File: config.mk
export PLATFORM = sky130hd
export DESIGN_NAME = pi_bus_hub_flat
export DESIGN_NICKNAME = d
export VERILOG_FILES = /design/src/rtl/pi_bus_pkg.sv /design/src/rtl/pi_bus_hub_if.sv /design/src/rtl/pi_irq_ctrl.sv /design/src/rtl/pi_bus_hub.sv /design/src/flat_wrapper.sv
export SDC_FILE = /design/constraint.sdc
export NUM_CORES = 1
export LEC_CHECK = 0
export CAP_MARGIN = 0
export CORE_AREA = 2 2 61 63
export CTS_CLUSTER_DIAMETER = 50
export DETAILED_ROUTE_END_ITERATION = 10
export DIE_AREA = 0 0 63 65
export PLACE_DENSITY = 0.84
export SYNTH_ARGS = -nofsm -noshare
export SYNTH_HDL_FRONTEND = slang
export SYNTH_SLANG_ARGS = --single-unit
File: constraint.sdc
create_clock -name clk -period 1.47 [get_ports clk]
set_input_delay 0.147 -clock clk [delete_from_list [all_inputs] [get_ports clk]]
set_output_delay 0.147 -clock clk [all_outputs]
set_load 0.01 [all_outputs]
File: src/rtl/pi_bus_pkg.sv
// rtl/pi_bus_pkg.sv - shared constants, types and helpers for the picoblaze bus hub
package pi_bus_pkg;

  // Hub-local register offsets (port_id[3:0] when port_id[7:4] == HUB_BLK)
  localparam logic [3:0] HUB_STATUS_L = 4'h0;
  localparam logic [3:0] HUB_STATUS_H = 4'h1;
  localparam logic [3:0] HUB_MASK_L   = 4'h2;
  localparam logic [3:0] HUB_MASK_H   = 4'h3;
  localparam logic [3:0] HUB_SOURCE   = 4'h4;
  localparam logic [3:0] HUB_EOI      = 4'h5;
  localparam logic [3:0] HUB_IDREG    = 4'h6;

  localparam logic [3:0] DEF_HUB_BLK = 4'hF;
  localparam logic [7:0] DEF_HUB_ID  = 8'hA5;

  typedef enum logic [1:0] {IDLE, REQ, SERVICE} irq_state_t;

  // Index of the lowest set bit; 0 when nothing is set
  function automatic logic [3:0] lowest_idx(input logic [15:0] v);
    logic [3:0] idx;
    idx = '0;
    for (int i = 15; i >= 0; i--) begin
      if (v[i]) idx = 4'(i);
    end
    return idx;
  endfunction

endpackage

File: src/rtl/pi_bus_hub_if.sv
// rtl/pi_bus_hub_if.sv - picoblaze port bus bundle between the processor and the hub
interface pi_bus_hub_if;
  logic [7:0] port_id;
  logic       write_strobe;
  logic       read_strobe;
  logic [7:0] out_port;
  logic [7:0] in_port;
  logic       interrupt;
  logic       interrupt_ack;

  // picoblaze side
  modport master (
    output port_id, write_strobe, read_strobe, out_port, interrupt_ack,
    input  in_port, interrupt
  );

  // hub side
  modport slave (
    input  port_id, write_strobe, read_strobe, out_port, interrupt_ack,
    output in_port, interrupt
  );
endinterface

File: src/rtl/pi_irq_ctrl.sv
// rtl/pi_irq_ctrl.sv - per-block irq edge detect, pending/mask, priority source and ack/EOI FSM
module pi_irq_ctrl
  import pi_bus_pkg::*;
#(
  parameter int NUM_BLK = 4
) (
  input  logic               clk,
  input  logic               rst_n,
  input  logic [3:0]         reg_addr,
  input  logic               reg_wr,
  input  logic [7:0]         reg_wdata,
  input  logic [NUM_BLK-1:0] blk_irq,
  input  logic               interrupt_ack,
  output logic [15:0]        pending16,
  output logic [15:0]        mask16,
  output logic [7:0]         source,
  output logic               interrupt
);

  logic [NUM_BLK-1:0] irq_q;
  logic [NUM_BLK-1:0] pending;
  logic [NUM_BLK-1:0] mask;
  logic [NUM_BLK-1:0] act;
  logic [15:0]        clr16;
  logic               eoi_wr;
  logic               ack_take;
  logic               src_valid;
  logic [3:0]         src_idx;
  irq_state_t         state, state_nxt;

  assign act       = pending & mask;
  assign pending16 = 16'(pending);
  assign mask16    = 16'(mask);
  assign source    = {src_valid, 3'b000, src_idx};
  assign eoi_wr    = reg_wr && (reg_addr == HUB_EOI);

  // Write-1-to-clear vector, spread over the two status bytes
  always_comb begin
    clr16 = '0;
    if (reg_wr) begin
      if (reg_addr == HUB_STATUS_L) clr16[7:0]  = reg_wdata;
      if (reg_addr == HUB_STATUS_H) clr16[15:8] = reg_wdata;
    end
  end

  // Rising-edge detect; a new edge beats a same-cycle clear
  always_ff @(posedge clk or negedge rst_n) begin
    if (!rst_n) begin
      irq_q   <= '0;
      pending <= '0;
    end else begin
      irq_q   <= blk_irq;
      pending <= (pending & ~NUM_BLK'(clr16)) | (blk_irq & ~irq_q);
    end
  end

  // Mask register bytes; bits beyond NUM_BLK are dropped by the cast
  always_ff @(posedge clk or negedge rst_n) begin
    if (!rst_n) begin
      mask <= '0;
    end else if (reg_wr && reg_addr == HUB_MASK_L) begin
      mask <= NUM_BLK'({mask16[15:8], reg_wdata});
    end else if (reg_wr && reg_addr == HUB_MASK_H) begin
      mask <= NUM_BLK'({reg_wdata, mask16[7:0]});
    end
  end

  // Next state: request on any enabled pending, service after ack, idle after EOI
  always_comb begin
    state_nxt = state;
    ack_take  = 1'b0;
    case (state)
      IDLE:    if (|act) state_nxt = REQ;
      REQ:     if (interrupt_ack) begin
                 state_nxt = SERVICE;
                 ack_take  = 1'b1;
               end
      SERVICE: if (eoi_wr) state_nxt = IDLE;
      default: state_nxt = IDLE;
    endcase
  end

  // State, registered interrupt and captured source
  always_ff @(posedge clk or negedge rst_n) begin
    if (!rst_n) begin
      state     <= IDLE;
      interrupt <= 1'b0;
      src_valid <= 1'b0;
      src_idx   <= '0;
    end else begin
      state     <= state_nxt;
      interrupt <= (state == REQ);
      if (ack_take) begin
        src_valid <= |act;
        src_idx   <= lowest_idx(16'(act));
      end else if (state == SERVICE && eoi_wr) begin
        src_valid <= 1'b0;
      end
    end
  end

endmodule

File: src/rtl/pi_bus_hub.sv
// rtl/pi_bus_hub.sv - picoblaze port_id decoder, read-data OR mux and hub register block
module pi_bus_hub
  import pi_bus_pkg::*;
#(
  parameter int         NUM_BLK = 4,
  parameter logic [3:0] HUB_BLK = DEF_HUB_BLK,
  parameter logic [7:0] HUB_ID  = DEF_HUB_ID
) (
  input  logic                 clk,
  input  logic                 rst_n,
  pi_bus_hub_if.slave          pb,
  output logic [NUM_BLK-1:0]   pi_blk_sel,
  output logic [3:0]           pi_addr,
  output logic                 pi_wr_en,
  output logic                 pi_rd_en,
  output logic [7:0]           pi_wr_data,
  input  logic [8*NUM_BLK-1:0] pi_rd_data,
  input  logic [NUM_BLK-1:0]   blk_irq
);

  logic        hub_sel;
  logic [7:0]  hub_rd_data;
  logic [15:0] pending16;
  logic [15:0] mask16;
  logic [7:0]  source;

  assign hub_sel    = (pb.port_id[7:4] == HUB_BLK);
  assign pi_addr    = pb.port_id[3:0];
  assign pi_wr_en   = pb.write_strobe;
  assign pi_rd_en   = pb.read_strobe;
  assign pi_wr_data = pb.out_port;

  // One-hot block select; hub and unmapped addresses select nothing
  always_comb begin
    pi_blk_sel = '0;
    for (int i = 0; i < NUM_BLK; i++) begin
      if (pb.port_id[7:4] == 4'(i) && !hub_sel) pi_blk_sel[i] = 1'b1;
    end
  end

  // Hub register read mux
  always_comb begin
    hub_rd_data = '0;
    case (pb.port_id[3:0])
      HUB_STATUS_L: hub_rd_data = pending16[7:0];
      HUB_STATUS_H: hub_rd_data = pending16[15:8];
      HUB_MASK_L:   hub_rd_data = mask16[7:0];
      HUB_MASK_H:   hub_rd_data = mask16[15:8];
      HUB_SOURCE:   hub_rd_data = source;
      HUB_IDREG:    hub_rd_data = HUB_ID;
      default:      hub_rd_data = '0;
    endcase
  end

  // OR the selected block's data with the hub value onto in_port
  always_comb begin
    pb.in_port = hub_sel ? hub_rd_data : 8'h00;
    for (int i = 0; i < NUM_BLK; i++) begin
      pb.in_port = pb.in_port | (pi_rd_data[8*i +: 8] & {8{pi_blk_sel[i]}});
    end
  end

  pi_irq_ctrl #(
    .NUM_BLK (NUM_BLK)
  ) u_irq_ctrl (
    .clk           (clk),
    .rst_n         (rst_n),
    .reg_addr      (pb.port_id[3:0]),
    .reg_wr        (hub_sel && pb.write_strobe),
    .reg_wdata     (pb.out_port),
    .blk_irq       (blk_irq),
    .interrupt_ack (pb.interrupt_ack),
    .pending16     (pending16),
    .mask16        (mask16),
    .source        (source),
    .interrupt     (pb.interrupt)
  );

endmodule

File: src/flat_wrapper.sv
// flat-port wrapper written by rule: the top's interface ports become plain ports
module pi_bus_hub_flat import pi_bus_pkg::*;
#(
  parameter int         NUM_BLK = 4,
  parameter logic [3:0] HUB_BLK = DEF_HUB_BLK,
  parameter logic [7:0] HUB_ID  = DEF_HUB_ID
)
  (clk, rst_n, pi_blk_sel, pi_addr, pi_wr_en, pi_rd_en, pi_wr_data, pi_rd_data, blk_irq, pb_port_id, pb_write_strobe, pb_read_strobe, pb_out_port, pb_interrupt_ack, pb_in_port, pb_interrupt);
  pi_bus_hub_if pb_i ();
  input  logic clk;
  input  logic rst_n;
  output logic [NUM_BLK-1:0] pi_blk_sel;
  output logic [3:0] pi_addr;
  output logic pi_wr_en;
  output logic pi_rd_en;
  output logic [7:0] pi_wr_data;
  input  logic [8*NUM_BLK-1:0] pi_rd_data;
  input  logic [NUM_BLK-1:0] blk_irq;
  input wire logic [$bits(pb_i.port_id)-1:0] pb_port_id;
  input wire logic [$bits(pb_i.write_strobe)-1:0] pb_write_strobe;
  input wire logic [$bits(pb_i.read_strobe)-1:0] pb_read_strobe;
  input wire logic [$bits(pb_i.out_port)-1:0] pb_out_port;
  input wire logic [$bits(pb_i.interrupt_ack)-1:0] pb_interrupt_ack;
  output wire logic [$bits(pb_i.in_port)-1:0] pb_in_port;
  output wire logic [$bits(pb_i.interrupt)-1:0] pb_interrupt;
  assign pb_i.port_id = pb_port_id;
  assign pb_i.write_strobe = pb_write_strobe;
  assign pb_i.read_strobe = pb_read_strobe;
  assign pb_i.out_port = pb_out_port;
  assign pb_i.interrupt_ack = pb_interrupt_ack;
  assign pb_in_port = pb_i.in_port;
  assign pb_interrupt = pb_i.interrupt;
  pi_bus_hub #(.NUM_BLK(NUM_BLK), .HUB_BLK(HUB_BLK), .HUB_ID(HUB_ID)) u_core (.clk(clk), .rst_n(rst_n), .pb(pb_i), .pi_blk_sel(pi_blk_sel), .pi_addr(pi_addr), .pi_wr_en(pi_wr_en), .pi_rd_en(pi_rd_en), .pi_wr_data(pi_wr_data), .pi_rd_data(pi_rd_data), .blk_irq(blk_irq));
endmodule
==> flow_metrics.py <==
metrics = {
    "clock_tree": {
        "clock_latency_ps": 290,
        "hold_buffers": 0,
        "cts_tree": "built",
        "clkSinkCount": 18,
        "numCtsBuffers": 3,
        "clk_pin_slew_ps": 100,
        "clock_path_buffers": 2,
        "clock-root-buffer": "clkbuf_4",
        "htreeDepth": 1,
    },
    "floorplanning": {
        "rows": 22,
        "die_w_microns": 63,
        "dieArea_sq_um": 4100,
        "io_pins": 84,
        "chipHeight_microns": 65,
        "core_sq_um": 3500,
        "start_util": 0.374,
    },
    "cells_and_area": {
        "final_common_cell": "clkdlybuf4s50_1",
        "n_fill_cell": 304,
        "postLayoutCoreUtil": 0.633,
        "antenna_cells": 0,
        "mostFrequentLayoutCells": "36 x clkdlybuf4s50_1, 27 x buf_4, 23 x dlygate4sd2_1, 18 x dfrtp_1, 10 x buf_2",
        "nNetsFinal": 268,
        "area_delta_synth_final_pct": 69.0,
        "finalInstanceArea_sq_um": 2210,
        "drive_above_1_share": 0.324,
    },
    "sta": {
        "min_period_ps": 1470,
        "fin_crit_sh": 0.999,
        "finalSetupTns_ps": 0,
        "relSlewSlack": 0.780,
        "worst_slew_pin_slew_ps": 321,
        "finalClockSkew_ps": 9.72,
        "rsz0062_at_grt": "true",
        "finalMaxSlewViolations": 0,
        "final_hold_viol_count": 0,
        "fmaxAchievable_ghz": 0.681,
        "finalSetupViolCount": 0,
    },
    "routing": {
        "wl_microns": 4170,
        "ant_nets": 0,
        "routedWlPerCell_microns": 16.2,
        "drt_iter0_markers": 76,
        "drt_pass1_iterations": 6,
        "drc_errors": 0,
        "vias_per_cell": 5.22,
        "vias": 1348,
    },
    "worst_setup_path": {
        "r2r-end": "u_core.u_irq_ctrl.state[0]",
        "worst-path-max-fanout": 1,
        "cp_cell_sequence": "clkdlybuf4s50_1 -> mux4_2 -> nand2_2 -> o31ai_4 -> buf_2",
        "worstPathArrival_ps": 1320,
        "critPathRequiredTime_ps": 1320,
        "end_kind": "output pin",
        "cpPeakStageDelay_ps": 480,
        "timing.rr.start": "u_core.u_irq_ctrl.pending[1]",
        "rrSetupSlack_ps": 300,
        "cpMaxStageDelayCell": "mux4_2",
        "path_class": "input port to output pin",
        "worst-r2r-cell-count": 4,
        "startpoint_type": "input port",
    },
    "synth": {
        "yosysWarnings": 0,
        "synth.top_cell.area_share": 0.344,
        "synth.cell_area_sq_um": 1310,
        "synth_seq_area_share": 0.344,
        "yosys.area.top_type": "dfrtp_1",
        "yosys-top-cells-area": "dfrtp_1 34%, mux4_2 10%, buf_4 8.0%, mux4_1 4.0%, mux2_2 3.4%",
        "synth_fp_nets": 176,
        "syn_avg_cell_area_sq_um": 11.0,
        "ys_ff_latch": 18,
        "ys_types": 35,
        "postSynthCellCount": 119,
    },
    "grt": {
        "grt_first_pass_wirelength_microns": 6610,
        "grt_util_met3": 0.0503,
        "grt_busiest_layer": "met2",
        "use_met2": 0.392,
        "antenna_found_initial": 0,
        "grt_usage": 0.207,
        "grt_max_degree": 19,
        "grt_pass1_vias": 1369,
        "grt.overflow.total": 0,
        "met1_usage": 0.223,
    },
    "power": {
        "power.density_nw_per_um2": 702,
        "power_uw": 1550,
        "power_leakage_uw": 0.00104,
        "peakVddDrop_mv": 0.714,
    },
    "placement": {
        "dpl_cell_area_sq_um": 2150,
        "hpwl_microns": 3380,
        "place.gp.congestion": 0.817,
        "numPortBuffers": 73,
    },
    "run": {
        "maxCapViolCount": 0,
    },
    "worst_hold_path": {
        "hold_path_class": "input port to async pin",
    },
    "status": {
        "status": "complete, no violations",
    },
}
[report_power, final]
| part | internal [uW] | switching (uW) | total, uW |
|---|---|---|---|
| clock | 151 | 148 | 299 |
| sequential | 575 | 56.1 | 631 |
| combinational | 391 | 233 | 624 |
[layer usage]
metal | share of wire | wire length (microns)
met5 | 0 | 0
met4 | 0.015 | 63
met3 | 0.079 | 330
met2 | 0.54 | 2240
met1 | 0.37 | 1540
[Yosys cell counts (all sizes together)]
master and instances:
o21ai 7, or2 1, mux4 8, nand2b 3
a21oi 2, or3 1, o22ai 3, mux2 4
nand3b 2, nand2 8, a211oi 1, o31ai 1
dfrtp 18, inv 9, nand4b 1, nor2 3
a22o 5, o21bai 1, nor2b 2, nor4b 1
and2 2, clkbuf 1, mux2i 3, nand4bb 1
nor3 4, nor4 2, and3 1, o41ai 4
buf 17, a32o 3
[flip-flops by register name (all words and copies together), names as in the netlist]
register	count
u_core.u_irq_ctrl.irq_q	4
u_core.u_irq_ctrl.mask	4
u_core.u_irq_ctrl.pending	4
u_core.u_irq_ctrl.src_idx	2
u_core.u_irq_ctrl.state	2
u_core.u_irq_ctrl.interrupt	1
u_core.u_irq_ctrl.src_valid	1
[what timing repair did]
action | 4_1_cts | 5_1_grt
resized for setup | 71 | 9
cloned | 1 | 0
pin swaps | 6 | 6
setup endpoints to repair | 21 | 9
buffers inserted | 4 | 2
[worst max path at each step]
stage                                           end                         from  slack [ps]  depth (start not counted)
after detailed placement              pb_in_port[1]                pb_port_id[4]        -760                          5
after CTS                             pb_in_port[0]                pi_rd_data[0]           5                          5
after global placement                pb_in_port[1]                pb_port_id[4]        -690                          5
after global routing                  pb_in_port[7]  u_core.u_irq_ctrl.src_valid         -30                          3
final                                 pb_in_port[3]               pi_rd_data[27]           2                          5
after floorplan           u_core.u_irq_ctrl.mask[0]                pb_port_id[2]         230                          4
[cells by family (layout without fill, tap and decap cells)]
family	after synthesis	after routing	synth area share
DFF	18	18	0.344
AOI/OAI and AO/OA	27	27	0.153
muxes	15	15	0.201
buffers and inverters	27	118	0.130
and+or+nand+nor	32	32	0.172
[worst max-delay path: cells and delay by family]
| kind | cells | cell delay [ps] |
|---|---|---|
| and+or+nand+nor | 1 | 90 |
| AOI/OAI and AO/OA | 1 | 60 |
| buffers and inverters | 2 | 540 |
| muxes | 1 | 480 |
[per-stage QoR]
| stage | hold slack [ps] | setup WS, ps | std cells |
|---|---|---|---|
| 3_3_place_gp | 294 | -687 | 247 |
| 6_report | 166 | 1.61 | 258 |
| 3_5_place_dp | 294 | -757 | 247 |
| 4_1_cts | 168 | 4.68 | 256 |
| 5_1_grt | 185 | -27.9 | 258 |
| 2_1_floorplan | -149 | 229 | 119 |
[area by class of cell]
class,instances,area (sq um),share of cell area
clock buffers,4,36.3,0.0164
multi-input cells,74,712,0.322
inverters,9,33.8,0.0153
flip-flops and latches,18,450,0.204
repair buffers,105,920,0.416
well taps,48,60.1,0.0271
(Power assumes the default switching activity.)
